File: src/rtl/grf_wb_arbiter.sv
// grf_wb_arbiter
// Arbitrates the single GRF write port between pipeline writeback and a
// long-latency side unit. Pipeline writeback always wins. Side results queue
// in a small FIFO and drain into otherwise idle port cycles. A head entry that
// waits too long raises stall_req so the pipeline yields the port. Pending FIFO
// destinations are reported to the hazard unit.
module grf_wb_arbiter #(
    parameter int DEPTH    = 2,
    parameter int MAX_WAIT = 4
) (
    input  logic        clk_i,
    input  logic        reset_i,
    input  logic        wb_valid_i,
    input  logic [4:0]  wb_a3_i,
    input  logic [31:0] wb_wd_i,
    input  logic [31:0] wb_pc_i,
    input  logic        side_valid_i,
    output logic        side_ready_o,
    input  logic [4:0]  side_a3_i,
    input  logic [31:0] side_wd_i,
    input  logic [31:0] side_pc_i,
    input  logic [4:0]  rd_a1_i,
    input  logic [4:0]  rd_a2_i,
    output logic        pend_hit1_o,
    output logic        pend_hit2_o,
    output logic        stall_req_o,
    output logic        grf_we_o,
    output logic [4:0]  grf_a3_o,
    output logic [31:0] grf_wd_o,
    output logic [31:0] grf_pc_o,
    output logic        proto_err_o
);

    // Pointer width; count needs one extra bit to represent "full".
    localparam int PW = (DEPTH > 1) ? $clog2(DEPTH) : 1;
    localparam int CW = PW + 1;

    // FIFO storage. Data words carry no reset: validity comes from count_q.
    logic [4:0]    ent_a3_q [DEPTH];
    logic [31:0]   ent_wd_q [DEPTH];
    logic [31:0]   ent_pc_q [DEPTH];

    logic [PW-1:0] wr_ptr_q, wr_ptr_d;
    logic [PW-1:0] rd_ptr_q, rd_ptr_d;
    logic [CW-1:0] count_q, count_d;
    logic [3:0]    wait_q, wait_d;
    logic          proto_q, proto_d;

    logic          wb_own_s;
    logic          fifo_empty_s;
    logic          fifo_full_s;
    logic          stall_s;
    logic          pop_s;
    logic          push_s;
    logic          hit1_s;
    logic          hit2_s;

    // Decide port ownership and the FIFO push/pop handshakes for this cycle.
    always_comb begin
        wb_own_s     = wb_valid_i && (wb_a3_i != 5'd0);
        fifo_empty_s = (count_q == CW'(0));
        fifo_full_s  = (count_q == CW'(DEPTH));
        stall_s      = (wait_q >= 4'(MAX_WAIT)) && !fifo_empty_s;
        // Head drains only into a cycle the pipeline does not claim.
        pop_s        = !reset_i && !wb_own_s && !fifo_empty_s;
        // Writes to $0 complete the handshake but are never stored.
        push_s       = !reset_i && side_valid_i && !fifo_full_s &&
                       (side_a3_i != 5'd0);
    end

    // Drive the GRF write port from the current owner, zeros when idle.
    always_comb begin
        grf_we_o = 1'b0;
        grf_a3_o = 5'd0;
        grf_wd_o = 32'd0;
        grf_pc_o = 32'd0;
        if (reset_i) begin
            // No write may escape while the arbiter is being cleared.
            grf_we_o = 1'b0;
        end else if (wb_own_s) begin
            grf_we_o = 1'b1;
            grf_a3_o = wb_a3_i;
            grf_wd_o = wb_wd_i;
            grf_pc_o = wb_pc_i;
        end else if (!fifo_empty_s) begin
            grf_we_o = 1'b1;
            grf_a3_o = ent_a3_q[rd_ptr_q];
            grf_wd_o = ent_wd_q[rd_ptr_q];
            grf_pc_o = ent_pc_q[rd_ptr_q];
        end else begin
            grf_we_o = 1'b0;
        end
    end

    // Scan every occupied FIFO slot for destinations matching the read ports.
    always_comb begin
        hit1_s = 1'b0;
        hit2_s = 1'b0;
        for (int i = 0; i < DEPTH; i++) begin
            // Slot i is occupied when its distance from the head is below count.
            hit1_s = hit1_s |
                     (({1'b0, PW'(i) - rd_ptr_q} < count_q) &&
                      (rd_a1_i != 5'd0) && (ent_a3_q[i] == rd_a1_i));
            hit2_s = hit2_s |
                     (({1'b0, PW'(i) - rd_ptr_q} < count_q) &&
                      (rd_a2_i != 5'd0) && (ent_a3_q[i] == rd_a2_i));
        end
    end

    // Status outputs derived directly from registered state and the scan.
    always_comb begin
        side_ready_o = !fifo_full_s;
        stall_req_o  = stall_s;
        proto_err_o  = proto_q;
        pend_hit1_o  = hit1_s;
        pend_hit2_o  = hit2_s;
    end

    // Next-state for pointers, occupancy, head wait counter and error flag.
    always_comb begin
        wr_ptr_d = wr_ptr_q;
        rd_ptr_d = rd_ptr_q;
        count_d  = count_q;
        wait_d   = wait_q;
        proto_d  = proto_q;

        if (push_s) begin
            wr_ptr_d = wr_ptr_q + PW'(1);
        end else begin
            wr_ptr_d = wr_ptr_q;
        end

        if (pop_s) begin
            rd_ptr_d = rd_ptr_q + PW'(1);
        end else begin
            rd_ptr_d = rd_ptr_q;
        end

        case ({push_s, pop_s})
            2'b10:   count_d = count_q + CW'(1);
            2'b01:   count_d = count_q - CW'(1);
            default: count_d = count_q;
        endcase

        // The wait counter tracks how long the current head has been blocked.
        if (fifo_empty_s || pop_s) begin
            wait_d = 4'd0;
        end else if (wait_q != 4'd15) begin
            wait_d = wait_q + 4'd1;
        end else begin
            wait_d = wait_q;
        end

        // The pipeline ignored a stall request: remember it until reset.
        proto_d = proto_q | (wb_valid_i && stall_s);
    end

    // Control state registers with synchronous active-high reset.
    always_ff @(posedge clk_i) begin
        if (reset_i) begin
            wr_ptr_q <= '0;
            rd_ptr_q <= '0;
            count_q  <= '0;
            wait_q   <= 4'd0;
            proto_q  <= 1'b0;
        end else begin
            wr_ptr_q <= wr_ptr_d;
            rd_ptr_q <= rd_ptr_d;
            count_q  <= count_d;
            wait_q   <= wait_d;
            proto_q  <= proto_d;
        end
    end

    // FIFO data capture at the tail slot on an accepted, stored push.
    always_ff @(posedge clk_i) begin
        if (push_s) begin
            ent_a3_q[wr_ptr_q] <= side_a3_i;
            ent_wd_q[wr_ptr_q] <= side_wd_i;
            ent_pc_q[wr_ptr_q] <= side_pc_i;
        end
    end

endmodule
File: config.mk
export PLATFORM = sky130hd
export DESIGN_NAME = grf_wb_arbiter
export DESIGN_NICKNAME = d
export VERILOG_FILES = /design/src/rtl/grf_wb_arbiter.sv
export SDC_FILE = /design/constraint.sdc
export NUM_CORES = 1
export LEC_CHECK = 0
export CORE_ASPECT_RATIO = 2
export CORE_MARGIN = 2
export CORE_UTILIZATION = 45
export CTS_CLUSTER_DIAMETER = 100
export DETAILED_ROUTE_END_ITERATION = 8
export PLACE_DENSITY = 0.85
export SKIP_CTS_REPAIR_TIMING = 1
export SYNTH_ARGS = -nofsm -noshare
export SYNTH_HDL_FRONTEND = slang
export SYNTH_SLANG_ARGS = --single-unit
File: constraint.sdc
create_clock -name clk_i -period 5.9 [get_ports clk_i]
set_input_delay 1.18 -clock clk_i [delete_from_list [all_inputs] [get_ports clk_i]]
set_output_delay 1.18 -clock clk_i [all_outputs]
set_load 0.1 [all_outputs]
After elaboration in Yosys (flattened, before gate mapping)
Memory sizes are Yosys's and may differ from the RTL's. A register that Yosys moved wholly into a read port is not among the register bits.
Cells that the tools add are included.
Storage, ports and cells
  logic and storage cells: 78
  memories: 3
  register bits: 9
  bits in latches: 0
  input port bits: 152
  output and inout port bits: 75
  memory bits (read-only): 0
  bits in writable memories: 138
Cells by class
  eq/ne operators: 8
  shifts and indexed selects: 0
  multiplexer cells: 21
  divide/modulo/power cells: 0
  bitwise logic cells: 3
  magnitude comparators: 3
  add/subtract/negate cells: 7
  reductions and logical operators: 28
  multipliers: 0
Memories
  ent_pc_q: depth 2, bits a word 32, read ports 1, clocked after Yosys merged registers in 1, write ports 1, RTL line 41  | logic [31:0] ent_pc_q [DEPTH];
  ent_wd_q: depth 2, bits a word 32, read ports 1, clocked after Yosys merged registers in 1, write ports 1, RTL line 40  | logic [31:0] ent_wd_q [DEPTH];
  ent_a3_q: depth 2, bits a word 5, read ports 3, clocked after Yosys merged registers in 1, write ports 1, RTL line 39  | logic [4:0] ent_a3_q [DEPTH];
Operator list (count)
  $mux 32: 6
  $eq 5x5->1: 4
  $reduce_bool 5->1: 4
  $logic_and 1x1->1: 16
  $mux 5: 3
  $mux 1: 11
  $add 4x1->4 const B: 1
  $eq 2x2->1 const B: 2
  $ge 4x3->1 const B: 1
  $logic_not 1->1: 4
  $lt 1x2->1: 2
  $ne 4x4->1 const B: 1
  $pmux 2 s2: 1
  $or 1x1->1: 3
  $add 1x1->1 const B: 2
  $add 2x1->2 const B: 1
  $eq 2x1->1 const B: 1
  $logic_not 2->1: 1
  $reduce_bool 2->1: 1
  $reduce_or 2->1: 1
  $sub 1x1->1 const A: 2
  $sub 2x1->2 const B: 1
  $logic_or 1x1->1: 1

Longest topological paths before layout
Gate-level depths: netlist of the first run.
  word-level depth: 7
  mapped depth: 9
  gate-level depth less buffers: 7

Worst setup path before layout of the first run
Ideal clock, no wire load.
  path kind: register to register
  from: register count_q[0]
  to: memory ent_a3_q[0][0] (enable)
  arrival: 4615 ps
  setup slack: 788 ps
  stages on the path, launching flop included: 5
  path buffers: 1
  period minus slack after synthesis: 5112 ps
  setup time: 497 ps
  required time: 5403 ps
  cell sequence: dfxtp_1 -> clkbuf_1 -> nand2b_1 -> o2111ai_2 -> nor2_1
Between the ends
  word-level cells in the longest chain between the ends: 6
Ends and longest elaborated chain
  from (decl): RTL line 45  | logic [CW-1:0] count_q, count_d;
  from (signal assigned): RTL line 169  | count_q <= count_d;
  $eq 2x2->1: RTL line 62  | fifo_full_s = (count_q == CW'(DEPTH));
  $logic_not 1->1
  via side_ready_o: RTL line 18  | output logic side_ready_o,
  $logic_and 1x1->1 (2 in series): RTL line 67  | push_s = !reset_i && side_valid_i && !fifo_full_s &&
  $mux 1: RTL line 177  | if (push_s) begin
  $mux 1 (implied by the code): RTL line 178  | ent_a3_q[wr_ptr_q] <= side_a3_i;
  to (decl): RTL line 39
The timed path passes the listed nets, and every way through them passes these cells.

Worst setup path after layout of the first run
  from: input reset_i
  to: output grf_wd_o[20]
Between the ends
  word-level cells in the longest chain between the ends: 1
Ends and longest elaborated chain
  from (decl): RTL line 12  | input logic reset_i,
  $mux 32: RTL line 77  | if (reset_i) begin
  to (decl): RTL line 29  | output logic [31:0] grf_wd_o,
No other way between the ends.

==> out/metrics.csv, run 1 <==
metric;value;unit
dp.final_hpwl;11700;microns
holdWs;480;ps
grt_pass1_vias;4691;
fin_nets;777;
io_buffers;226;
chipHeight;172;microns
die_w;87.8;microns
routed_wl;16100;microns
clockRootBuffer;clkbuf_16;
syn_nets;551;
overflow;0;
gp_congestion;0.920;
drtIter0Drc;162;
slowest_delay;630;ps
seq_area_frac_synth;68.7;%
rsz0062_at_grt;no;
cts_buffers;17;
vias;4438;
power.leakage;3.05;nW
crit_chain;clkdlybuf4s50_1 -> o21ba_2 -> nand3_2 -> buf_4 -> o2bb2ai_1 -> buf_4;
fin_ws;975;ps
cpMaxStageDelayCell;clkdlybuf4s50_1;
finalHoldViolCount;0;
drv_cap;0;
dieArea;0.0151;sq mm
clkSinkCount;148;
pin_count;227;
cpMostUsedCell;buf_4;
synth_compound_area_share;11.5;%
start_kind;primary input;
synthSimpleGateAreaFrac;2.89;%
cts_buffer_depth;2;
ff2ff_setup_slack;3490;ps
core_area;0.0138;sq mm
muxShareOfSynthArea;11.1;%
dp_slack;976;ps
grt_max_degree;69;
yosysUniqueCellTypes;35;
synth_top_family_by_area;compound AO/OA/AOI/OAI gates;
synth.ff_latch_count;148;
drc;0;
setup_viol;0;
h-tree-depth;4;
antenna_cells;0;
skew;9.94;ps
clk_pin_slew;60;ps
status;completed;
drive_gt1_share;18.1;%
drtPass1Iterations;4;
cts_tree;yes;
hold_path_class;reg -> reg;
synth_fa_ha_area_share;0.395;%
clk_latency;400;ps
antenna_found_initial;0;
fin_tns_setup;0;ps
wire_per_inst;19.6;microns
area_delta_synth_final;45.2;%
avgSynthCellArea;15.9;sq um
cp.required;4720;ps
crit_type;in -> out;
fillers;969;
grt_pass1_wl;23800;microns
slew_headroom;33.5;%
syn_inst;397;
worstSetupEndpointType;primary output;
finalCriticalPeriod;4920;ps
netlist_area;0.00633;sq mm
layout_worst_path_cycle_share;83.5;%
cp.arrival;3740;ps
crit_fanout;50;
tightest_slew;994;ps
initial_core_util;45.8;%
drv_slew;0;
ant_nets;0;
track_usage;21.3;%
max_freq;203;MHz
vdd_drop_max;0.266;mV
yosys_warnings;0;
fp-row-count;61;
via_per_inst;5.38;
p_per_area;299;mW/mm^2
synth_xor_area_share;3.46;%
## per-stage QoR
stage	area (sq um)	utilization (%)	total power [mW]	std cells
after floorplan	6330	-	1.57	397
after detailed placement	8630	62.5	1.77	793
after global routing	9190	66.5	2.84	825
after global placement	8630	62.5	1.75	793
final	9190	66.5	2.74	825
after CTS	9190	66.5	2.77	825
## flip-flops by register name, indices dropped and copies added (netlist names), named ones only
| register | count |
|---|---|
| count_q | 2 |
| ent_a3_q | 10 |
| ent_pc_q | 64 |
| ent_wd_q | 64 |
| proto_err_o | 1 |
| rd_ptr_q | 1 |
| wait_q | 4 |
| wr_ptr_q | 1 |
## routing by layer
| layer | up-vias | track usage (%) | wire length [microns] |
|---|---|---|---|
| li1 | 2043 | - | - |
| met1 | 2166 | 21.5 | 5480 |
| met2 | 190 | 39.7 | 9230 |
| met3 | 39 | 3.98 | 789 |
| met4 | 0 | 11.6 | 647 |
| met5 | - | 0 | 0 |
## worst max-delay path: cells and delay by family
family	cells	cell delay, ps
AOI/OAI and AO/OA	2	710
buffers and inverters	3	1440
and+or+nand+nor	1	380
## Yosys cell counts
cell type / count / area share [%]
edfxtp_1: 138 / 65
mux2i_1: 70 / 11
o2bb2ai_1: 68 / 9.4
nor2_1: 18 / 1.1
xnor2_1: 17 / 2.4
clkbuf_1: 15 / 0.89
dfxtp_1: 10 / 3.2
xor2_1: 8 / 1.1
a21oi_1: 7 / 0.55
buf_2: 4 / 0.32
nand2_1: 4 / 0.24
nand3_1: 4 / 0.32
inv_1: 3 / 0.18
or3_1: 3 / 0.30
buf_1: 2 / 0.12
buf_6: 2 / 0.36
ha_1: 2 / 0.40
nor3_1: 2 / 0.16
o2111ai_1: 2 / 0.28
o21ai_0: 2 / 0.16
or4_1: 2 / 0.24
a211oi_1: 1 / 0.12
a31oi_1: 1 / 0.099
buf_4: 1 / 0.12
nand2b_1: 1 / 0.099
nand4_1: 1 / 0.099
nor2b_1: 1 / 0.099
nor4_1: 1 / 0.099
o2111ai_2: 1 / 0.24
o21a_1: 1 / 0.12
o21ai_2: 1 / 0.14
o21ba_2: 1 / 0.16
o31ai_1: 1 / 0.12
o32a_1: 1 / 0.16
or4_4: 1 / 0.18
## kinds of logic (layout without fill, tap and decap cells)
group | count (synthesis) | in the layout
adder cells (fa/ha/maj) | 2 | 2
AND/OR/NAND/NOR | 38 | 38
AO/OA/AOI/OAI | 87 | 87
XOR/XNOR | 25 | 25
buffers and inverters | 27 | 266
flip-flops | 148 | 148
multiplexers | 70 | 70
## report_power, final
part / leakage (nW) / internal (mW) / switching [mW] / total (mW)
registers: 1.35 / 1.20 / 0.0227 / 1.22
logic: 1.45 / 0.181 / 0.346 / 0.527
clock network: 0.253 / 0.585 / 0.415 / 1.00
## final cells by class
class	instances	area, sq um	area share, %
clock buffers	19	433	4.71
clock inverters	13	124	1.35
inverters	3	11.3	0.123
multi-input cells	222	1890	20.5
flip-flops and latches	148	4350	47.3
well taps	189	236	2.57
repair buffers	231	2150	23.4
## final timing paths
path	startpoint	endpoint	cells past startpoint
worst min register to register	proto_err_o	proto_err_o	2
worst min-delay path	proto_err_o	proto_err_o	2
worst max register to register	count_q[0]	ent_wd_q[1][4]	4
worst max-delay path	reset_i	grf_wd_o[20]	6
## cell usage in the layout (no fill, tap or decap), types with 2 or more instances in the layout
master,netlist,routed
clkinvlp_4,0,6
clkbuf_1,15,2
nand3_1,4,3
inv_1,3,3
clkdlybuf4s50_1,0,155
o2111ai_1,2,2
edfxtp_1,138,138
mux2i_1,70,70
xnor2_1,17,17
xor2_1,8,8
or3_1,3,3
or4_1,2,2
buf_12,0,2
inv_6,0,4
a21oi_1,7,7
buf_4,1,74
nor2_4,0,3
dfxtp_1,10,9
clkbuf_16,0,17
nor2_1,18,15
o2bb2ai_1,68,68
o21ai_0,2,2
nand2_1,4,4
nor3_1,2,2
ha_1,2,2
(Power assumes the default switching activity.)
==> run 2, diff against run 1 <==
- CORE_UTILIZATION: 45 -> 41
- PLACE_DENSITY: 0.85 -> 0.82
- clock period: 5.9 -> 4.4 ns (I/O delays scaled with it)
==> run 2 against run 1 <==
Final cell count increased by 1.7%. Sequential share of layout area decreased by 4.4 points. Sequential power increased by 34%. Die area increased by 9.4%. Clock power increased by 42%. Clock skew about the same. Clock-buffer cell count decreased by 2. Sequential cell count unchanged. Global-route usage decreased by 1.4 points. Combinational power increased by 57%. Setup slack got worse by 500 ps.
==> out/metrics.csv, run 2 (same netlist as run 1, synthesis figures left out) <==
metric;value;unit;change
mostFrequentLayoutCell;clkdlybuf4s50_1;;
h-tree-depth;4;;unchanged
setup_viol;0;;unchanged
clk_pin_slew;60;ps;about the same
fin_ws;475;ps;-501 ps
mostFrequentLayoutCells;clkdlybuf4s50_1, edfxtp_1, buf_12, mux2i_1, o2bb2ai_1;;
io_buffers;226;;unchanged
core_area;0.0152;sq mm;+10%
cp.required;3520;ps;-1200 ps
cts_buffers;17;;unchanged
vdd_drop_max;0.280;mV;+5.2%
tightest_slew;1010;ps;+13.0 ps
multi_input_area;0.00189;sq mm;unchanged
routed_wl;16100;microns;-0.23%
clk_latency;410;ps;about the same
fp-row-count;64;;+4.9%
die_w;91.8;microns;+4.5%
rsz0062_at_grt;no;;
drc;0;;unchanged
holdPathStages;2;;unchanged
path_depth;7;;+1
dp.final_hpwl;12000;microns;+2.1%
crit_type;in -> out;;
fillers;1059;;+9.3%
overflow;0;;unchanged
fin_nets;780;;+0.39%
drtIter0Drc;178;;+9.9%
max_freq;255;MHz;
final-seq-area;0.00435;sq mm;unchanged
skew;10.3;ps;+0.374 ps
grt_max_degree;69;;unchanged
drv_slew;0;;unchanged
area_delta_synth_final;60.0;%;
track_usage;19.9;%;-1.4 points
grt_pass1_vias;4886;;+4.2%
initial_core_util;41.6;%;-4.2 points
clkSinkCount;148;;unchanged
crit_fanout;68;;+36%
grt_pass1_wl;25100;microns;+5.5%
drv_cap;0;;unchanged
clockRootBuffer;clkbuf_16;;
cts_buffer_depth;2;;unchanged
power.leakage;3.32;nW;+8.9%
slew_headroom;32.6;%;-0.87 points
start_kind;primary input;;
drtPass1Iterations;5;;+1
hold_path_class;reg -> reg;;
fin_cells;839;;+1.7%
gp_congestion;0.823;;-11%
status;completed;;
pin_count;227;;unchanged
cts_tree;yes;;
cpMaxStageDelayCell;or4_4;;
worstSetupEndpointType;primary output;;
chipHeight;180;microns;+4.7%
vias;4416;;-0.50%
cp.arrival;3050;ps;-690 ps
ff2ff_path_depth;4;;unchanged
ff2ff_setup_slack;2210;ps;-1280 ps
ant_nets;0;;unchanged
dp_cells;805;;+1.5%
holdWs;513;ps;+33.1 ps
wire_per_inst;19.2;microns;-1.9%
slowest_delay;570;ps;-60 ps
finalHoldViolCount;0;;unchanged
finalCriticalPeriod;3930;ps;
dp_slack;514;ps;-462 ps
via_per_inst;5.26;;-2.2%
path_buf_inv;3;;unchanged
path_delay_family;buffers and inverters;;
drive_gt1_share;18.8;%;+0.70 points
layout_worst_path_cycle_share;89.2;%;
top_regs;ent_pc_q: 64 flops, ent_wd_q: 64 flops, ent_a3_q: 10 flops;;
crit_chain;clkdlybuf4s50_1 -> or4_4 -> o21ai_2 -> nor2_4 -> buf_4 -> o2bb2ai_1 -> buf_12;;
antenna_found_initial;1;;+1
dieArea;0.0165;sq mm;+9.4%
p_per_area;383;mW/mm^2;+28%
[run 2: cell types whose count changed in the layout (fill, tap and decap cells not counted), sizes merged]
cell,delta
buf,+4
bufinv,+1
clkbuf,-2
clkdlybuf4s50,-1
clkinv,+2
clkinvlp,-4
diode,+2
inv,+3
[run 2: metal layers]
| metal | up-vias | GRT usage (%) | part of all wire, % |
|---|---|---|---|
| li1 | 2062 | - | - |
| met4 | 0 | 11.2 | 5.0 |
| met3 | 48 | 5.41 | 4.9 |
| met2 | 168 | 36.4 | 56 |
| met5 | - | 0 | 0 |
| met1 | 2138 | 19.8 | 34 |
[run 2: final timing paths]
check              startpoint              to
setup / recovery   wb_a3_i[0]    grf_pc_o[18]
hold / removal    proto_err_o     proto_err_o
setup reg to reg   count_q[0]  ent_wd_q[0][0]
hold reg to reg   proto_err_o     proto_err_o
[run 2: worst min-delay path, delay by kind of cell (launching register included)]
family / cells / cell delay (ps)
AOI/OAI and AO/OA: 1 / 50
DFF: 1 / 350
and+or+nand+nor: 1 / 80
[run 2: final cells by class]
| class | instances | share of cell area, % |
|---|---|---|
| Clock inverter | 15 | 1.68 |
| Multi-Input combinational cell | 222 | 18.6 |
| Clock buffer | 17 | 4.20 |
| Tap cell | 198 | 2.45 |
| Inverter | 3 | 0.111 |
| Sequential cell | 148 | 42.9 |
| Antenna cell | 2 | 0.0494 |
| Timing Repair Buffer | 234 | 29.9 |
[run 2: where the power goes]
part	internal, mW	leakage [nW]	switching (mW)	total [mW]
logic	0.339	1.68	0.486	0.825
clock network	0.852	0.288	0.572	1.42
registers	1.60	1.35	0.0297	1.63
total	2.79	3.32	1.09	3.88
[run 2: through the flow]
| step | instance area, sq um | power [mW] | setup TNS [ps] | util, % |
|---|---|---|---|---|
| floorplan | 6330 | 2.11 | -98250 | - |
| global placement | 9520 | 2.47 | 0 | 62.6 |
| detailed placement | 9520 | 2.49 | 0 | 62.6 |
| CTS | 10100 | 3.91 | 0 | 66.5 |
| global route | 10100 | 4.01 | 0 | 66.5 |
| finish | 10100 | 3.88 | 0 | 66.5 |
